===== src/rtl/pll_lock_sequencer.sv =====
// ---------------------------------------------------------------------------
// pll_lock_sequencer
//
// Brings up the pixel-clock PLL from the board oscillator domain. The PLL is
// held in reset for a fixed time and then released. The sequencer waits for
// LOCK, then requires LOCK to stay high for a run of consecutive cycles
// before it raises ready. A lock timeout triggers a retry. When retries are
// exhausted, the sequencer latches a fault. A loss of lock while running
// drops ready and restarts the sequence.
//
// Ports
//   clk         board oscillator clock, the only clock
//   rst_n       synchronous active-low reset
//   en          1 lets the PLL run; 0 forces HOLD (FAULT is unaffected)
//   relock_req  one-cycle pulse that restarts the sequence and clears FAULT
//   pll_lock    raw PLL LOCK; asynchronous, synchronised here through two flops
//   pll_resetb  drives PLL RESETB; 0 holds the PLL in reset
//   ready       PLL locked and stable
//   fault       retries exhausted; sticky until relock_req or reset
//   lock_lost   one-cycle pulse when the synchronised lock falls during RUN
//   retries     failed lock attempts in the current sequence
//   state       debug view: HOLD=0 WAIT_LOCK=1 STABLE=2 RUN=3 FAULT=4
// ---------------------------------------------------------------------------
module pll_lock_sequencer #(
   parameter int HOLD_CYCLES   = 16,
   parameter int LOCK_TIMEOUT  = 1600,
   parameter int STABLE_CYCLES = 256,
   parameter int MAX_RETRIES   = 3,
   parameter int RW            = 2
) (
   input  logic          clk,
   input  logic          rst_n,
   input  logic          en,
   input  logic          relock_req,
   input  logic          pll_lock,
   output logic          pll_resetb,
   output logic          ready,
   output logic          fault,
   output logic          lock_lost,
   output logic [RW-1:0] retries,
   output logic [2:0]    state
);

   // One shared counter serves all three timed phases, so it is sized for
   // the longest of them.
   localparam int CNT_MAX_A = (HOLD_CYCLES > LOCK_TIMEOUT) ? HOLD_CYCLES : LOCK_TIMEOUT;
   localparam int CNT_MAX   = (CNT_MAX_A > STABLE_CYCLES) ? CNT_MAX_A : STABLE_CYCLES;
   localparam int CW        = $clog2(CNT_MAX + 1);

   localparam logic [CW-1:0] HOLD_LAST    = CW'(HOLD_CYCLES - 1);
   localparam logic [CW-1:0] TIMEOUT_LAST = CW'(LOCK_TIMEOUT - 1);
   localparam logic [CW-1:0] STABLE_LAST  = CW'(STABLE_CYCLES - 1);
   localparam logic [RW-1:0] RETRY_LIMIT  = RW'(MAX_RETRIES);

   typedef enum logic [2:0] {
      ST_HOLD      = 3'd0,
      ST_WAIT_LOCK = 3'd1,
      ST_STABLE    = 3'd2,
      ST_RUN       = 3'd3,
      ST_FAULT     = 3'd4
   } state_t;

   // Increment that sticks at the given limit. HOLD uses it so that a long
   // en=0 period leaves the counter parked at its terminal value.
   function automatic logic [CW-1:0] sat_inc(input logic [CW-1:0] v,
                                             input logic [CW-1:0] lim);
      sat_inc = (v >= lim) ? lim : v + 1'b1;
   endfunction

   logic          lock_p0;
   logic          lock_p1;
   logic          lock_s;
   state_t        st_q;
   state_t        st_nxt;
   logic [CW-1:0] cnt;
   logic [CW-1:0] cnt_nxt;
   logic [RW-1:0] ret_nxt;
   logic          lost_nxt;

   assign lock_s = lock_p1;
   assign state  = st_q;

   // ---- stage p0/p1: two-flop synchroniser for the asynchronous LOCK ----

   // ---- next-state decode ----
   always_comb begin
      st_nxt   = st_q;
      cnt_nxt  = cnt;
      ret_nxt  = retries;
      // The lock-loss pulse does not depend on which transition wins the
      // priority below. en=0 or relock_req in the same cycle still report it.
      lost_nxt = (st_q == ST_RUN) && !lock_s;

      if (!en && (st_q != ST_FAULT)) begin
         st_nxt = ST_HOLD;
         // Staying in HOLD is not a re-entry. The counter keeps saturating,
         // so HOLD can be left as soon as en returns.
         cnt_nxt = (st_q == ST_HOLD) ? sat_inc(cnt, HOLD_LAST) : '0;
      end else if (relock_req) begin
         st_nxt  = ST_HOLD;
         cnt_nxt = '0;
         ret_nxt = '0;
      end else begin
         unique case (st_q)
            ST_HOLD: begin
               if (cnt == HOLD_LAST) begin
                  st_nxt  = ST_WAIT_LOCK;
                  cnt_nxt = '0;
               end else begin
                  cnt_nxt = sat_inc(cnt, HOLD_LAST);
               end
            end
            ST_WAIT_LOCK: begin
               if (lock_s) begin
                  st_nxt  = ST_STABLE;
                  cnt_nxt = '0;
               end else if (cnt == TIMEOUT_LAST) begin
                  cnt_nxt = '0;
                  if (retries == RETRY_LIMIT) begin
                     st_nxt = ST_FAULT;
                  end else begin
                     st_nxt  = ST_HOLD;
                     ret_nxt = retries + 1'b1;
                  end
               end else begin
                  cnt_nxt = cnt + 1'b1;
               end
            end
            ST_STABLE: begin
               // A dropout while qualifying is treated as a chatter event.
               // The PLL is not reset and no retry is charged.
               if (!lock_s) begin
                  st_nxt  = ST_WAIT_LOCK;
                  cnt_nxt = '0;
               end else if (cnt == STABLE_LAST) begin
                  st_nxt  = ST_RUN;
                  cnt_nxt = '0;
                  ret_nxt = '0;
               end else begin
                  cnt_nxt = cnt + 1'b1;
               end
            end
            ST_RUN: begin
               if (!lock_s) begin
                  st_nxt  = ST_HOLD;
                  cnt_nxt = '0;
               end
            end
            ST_FAULT: begin
               st_nxt = ST_FAULT;
            end
            default: begin
               st_nxt  = ST_HOLD;
               cnt_nxt = '0;
            end
         endcase
      end
   end

   // ---- state register with outputs decoded from the next state ----
   always_ff @(posedge clk) begin
      if (!rst_n) begin
         lock_p0    <= 1'b0;
         lock_p1    <= 1'b0;
         st_q       <= ST_HOLD;
         cnt        <= '0;
         retries    <= '0;
         lock_lost  <= 1'b0;
         pll_resetb <= 1'b0;
         ready      <= 1'b0;
         fault      <= 1'b0;
      end else begin
         lock_p0    <= pll_lock;
         lock_p1    <= lock_p0;
         st_q       <= st_nxt;
         cnt        <= cnt_nxt;
         retries    <= ret_nxt;
         lock_lost  <= lost_nxt;
         pll_resetb <= (st_nxt == ST_WAIT_LOCK) || (st_nxt == ST_STABLE) ||
                       (st_nxt == ST_RUN);
         ready      <= (st_nxt == ST_RUN);
         fault      <= (st_nxt == ST_FAULT);
      end
   end

endmodule

===== config.mk =====
export PLATFORM = sky130hd
export DESIGN_NAME = pll_lock_sequencer
export DESIGN_NICKNAME = d
export VERILOG_FILES = /design/src/rtl/pll_lock_sequencer.sv
export SDC_FILE = /design/constraint.sdc
export NUM_CORES = 1
export LEC_CHECK = 0
export CORE_MARGIN = 3
export CORE_UTILIZATION = 45
export CTS_CLUSTER_SIZE = 12
export DETAILED_ROUTE_END_ITERATION = 12
export PLACE_DENSITY = 0.66
export SETUP_SLACK_MARGIN = 0.4
export SLEW_MARGIN = 20
export SYNTH_ARGS = -nofsm -noshare
export SYNTH_HDL_FRONTEND = slang
export SYNTH_SLANG_ARGS = --single-unit

===== constraint.sdc =====
create_clock -name clk -period 4.15 [get_ports clk]
set_input_delay 1.245 -clock clk [delete_from_list [all_inputs] [get_ports clk]]
set_output_delay 1.245 -clock clk [all_outputs]
set_load 0.02 [all_outputs]

==> run summary <==
Period Utilization, post-route -> 0.679
worst ir drop on vdd -> 250 uV
row cnt -> 18
global-route usage over all layers -> 0.167
final WL -> 2660 um
final instance area -> 1420 um2
storage element area -> 440 um2
Reg clk slew, reported paths -> 0.12 ns
initial antenna violation count -> 0
ANT cells -> 0
setup TNS -> 0 ns
Int Pwr -> 324 uW
Post-Place Setup Slack -> 1.03 ns
Cells after Synth -> 146
Finished Layout Cells -> 187
Power Dens Cells -> 285 nW/um2
cts repair resizes -> 0
Setup CP Type -> in2reg
critical path depth -> 6
dpl cell area -> 1370 um2
Die H -> 58.3 um
filler instances -> 261
port bufs -> 13
Mapped Nets -> 153
CTS HTree Levels -> 1
endpoints failing setup -> 0
GRT overflow -> 0
largest net degree at the start of global routing -> 14
max cap viols -> 0
RSZ-0062 raised after global routing -> false
Buf/Inv on CP -> 1
Period minus WS final -> 2.82 ns
outcome -> complete, no violations
final worst setup slack -> 1.33 ns
Net Sw Frac -> 0.202
first-pass GRT wire length -> 4440 um
WP data arrival -> 3.02 ns
Synth top cells by count -> dfxtp_1 (22), nor2_1 (19), nand3_1 (8)
Worst-Margin Slew -> 0.441 ns
clock share of power -> 0.401
Clock Skew -> 0.00629 ns
syn avg cell area -> 8.44 um2
Comb pwr share -> 0.061
vias in the first global route -> 1001
Post-synth EDFFs -> 0
share of cells above drive strength 1 -> 0.0510
crit-path cells -> clkdlybuf4s50_1 -> nor3b_1 -> and3_1 -> a221o_1 -> a21boi_1 -> o211a_1
Required @ worst endpoint -> 4.36 ns
total number of vias -> 1142
Final Hold Fails -> 0
sequential element share of the synthesized area -> 0.357
cell count of the worst reg-to-reg path -> 6
drt wl/cell -> 14.2 um
drt first pass iters -> 4
worst hold-check path type -> reg2reg
CP Max Fanout -> 11
Layout area overhead -> 15.5%
Die X -> 58.3 um
DRC -> 0
synth top area cells -> dfxtp_1 (36%), nor2_1 (5.8%), xor2_1 (5.0%), and2_1 (3.6%), nand3_1 (3.2%)
Synth top area share -> 0.357
CTS tree -> done
Fmax -> 355 MHz
Crit path max-delay family -> compound AO/OA/AOI/OAI gates
Async SR Flop Fraction -> 0
multi-input logic area -> 748 um2
# nets final -> 165
clk_lat worst skew -> 0.31 ns
post-route ant nets -> 0
initial detailed-routing violation count -> 48
Main synth FF type -> dfxtp_1
DR vias/cell -> 6.11
CTS Buf Count -> 3
Switching Power -> 81.8 uW
Flop pwr share -> 0.538
Clock Tree Buf Depth -> 2
Ports -> 14
CP max stage delay -> 0.58 ns
root buf cell -> clkbuf_4
Setup Fix Bufs, Post-CTS -> 0
synthesized cell area -> 1230 um2
Post-DP HPWL -> 1960 um
Hold Path Depth -> 1
top-count cell post-synth -> dfxtp_1
distinct cell type count of the synthesized netlist -> 46
Synth area leader -> dfxtp_1
warnings from Yosys -> 0
die area -> 3400 um2
max-slew violation count -> 0
total core area -> 2540 um2
Rel. slew slack -> 0.705
Placed Cells -> 183
CP max stage cell -> clkdlybuf4s50_1
LEAKAGE -> 0.579 nW
Initial Utilization -> 0.484
Final GP Congestion -> 0.789
Seq cells post-synth -> 22
CTS sink count -> 22
CP endpoint kind -> flip-flop
CP startpoint kind -> primary input
cts hold-fix bufs -> 0
## cell families (layout without fill, tap and decap cells)
family | Yosys count | after routing | share of synthesized area
buffers and inverters | 9 | 20 | 0.0355
AND/OR/NAND/NOR | 69 | 69 | 0.320
XOR/XNOR | 7 | 7 | 0.0497
flip-flops | 22 | 22 | 0.357
AO/OA/AOI/OAI | 37 | 37 | 0.217
adder cells (fa/ha/maj) | 2 | 2 | 0.0203
## final cells by class
| cell class | instances | area share |
|---|---|---|
| clock buffers | 3 | 0.0158 |
| clock inverters | 1 | 0.0211 |
| inverters | 2 | 0.00527 |
| multi-input cells | 115 | 0.525 |
| flip-flops and latches | 22 | 0.309 |
| well taps | 30 | 0.0264 |
| repair buffers | 14 | 0.0967 |
## metrics by stage
stage | power (mW) | hold WS [ns] | util
after global routing | 0.426 | 0.478 | 0.559
after global placement | 0.247 | 0.414 | 0.539
final | 0.405 | 0.451 | 0.559
after CTS | 0.410 | 0.458 | 0.559
after detailed placement | 0.248 | 0.427 | 0.539
after floorplan | 0.238 | 0.412 | -
## path summary, 6_finish.rpt
path                                       endpoint  slack [ns]                start
worst max-delay path            cnt[2]$_SDFFE_PN0P_        1.33                   en
worst min-delay path             lock_p1$_SDFF_PN0_        0.45   lock_p0$_SDFF_PN0_
worst max register to register  cnt[2]$_SDFFE_PN0P_        1.83  cnt[0]$_SDFFE_PN0P_
worst min register to register   lock_p1$_SDFF_PN0_        0.45   lock_p0$_SDFF_PN0_
## state kept, by name, summed over array words and instances, names as in the netlist
register and cells:
cnt 11, fault 1, lock_lost 1, lock_p0 1, lock_p1 1, pll_resetb 1, ready 1, retries 2
state 3
## cell usage in the layout (no fill, tap or decap), drive strengths merged, types with 2 or more instances in the layout
cell type	n
nand4	3
dfxtp	22
clkbuf	3
clkdlybuf4s50	13
inv	2
a21o	2
nand2	7
a21boi	2
o211ai	2
a21oi	7
xor2	7
nand3	8
a31oi	3
o21ai	7
nor2b	4
and3	5
a41oi	2
nor3b	3
nor4	2
nor3	2
nor2	19
ha	2
a311oi	2
o211a	2
and3b	3
and2	7
## power by group through the flow
stage	Clock [mW]	Combinational, mW	Sequential (mW)
floorplan	0	0.0166	0.222
finish	0.163	0.0246	0.218
global placement	0	0.0239	0.223
detailed placement	0	0.0246	0.223
global route	0.179	0.0274	0.219
CTS	0.167	0.0247	0.218
## per-layer routing
| metal | GRT usage | part of all wire | vias to the layer above | wire, um |
|---|---|---|---|---|
| li1 | - | - | 570 | - |
| met5 | 0 | 0 | - | 0 |
| met1 | 0.213 | 0.48 | 537 | 1290 |
| met4 | 0.0762 | 0.014 | 0 | 38 |
| met3 | 0.0307 | 0.041 | 7 | 109 |
| met2 | 0.273 | 0.46 | 28 | 1230 |
## worst register-to-register path, stage by stage, from the launching register on
cell      delay [ns]
dfxtp_1         0.46
ha_1            0.27
and3_1          0.42
nand3_1         0.29
a221o_1         0.42
a21boi_1        0.14
o211a_1         0.22
No activity file was read; power rests on OpenSTA's default activity.
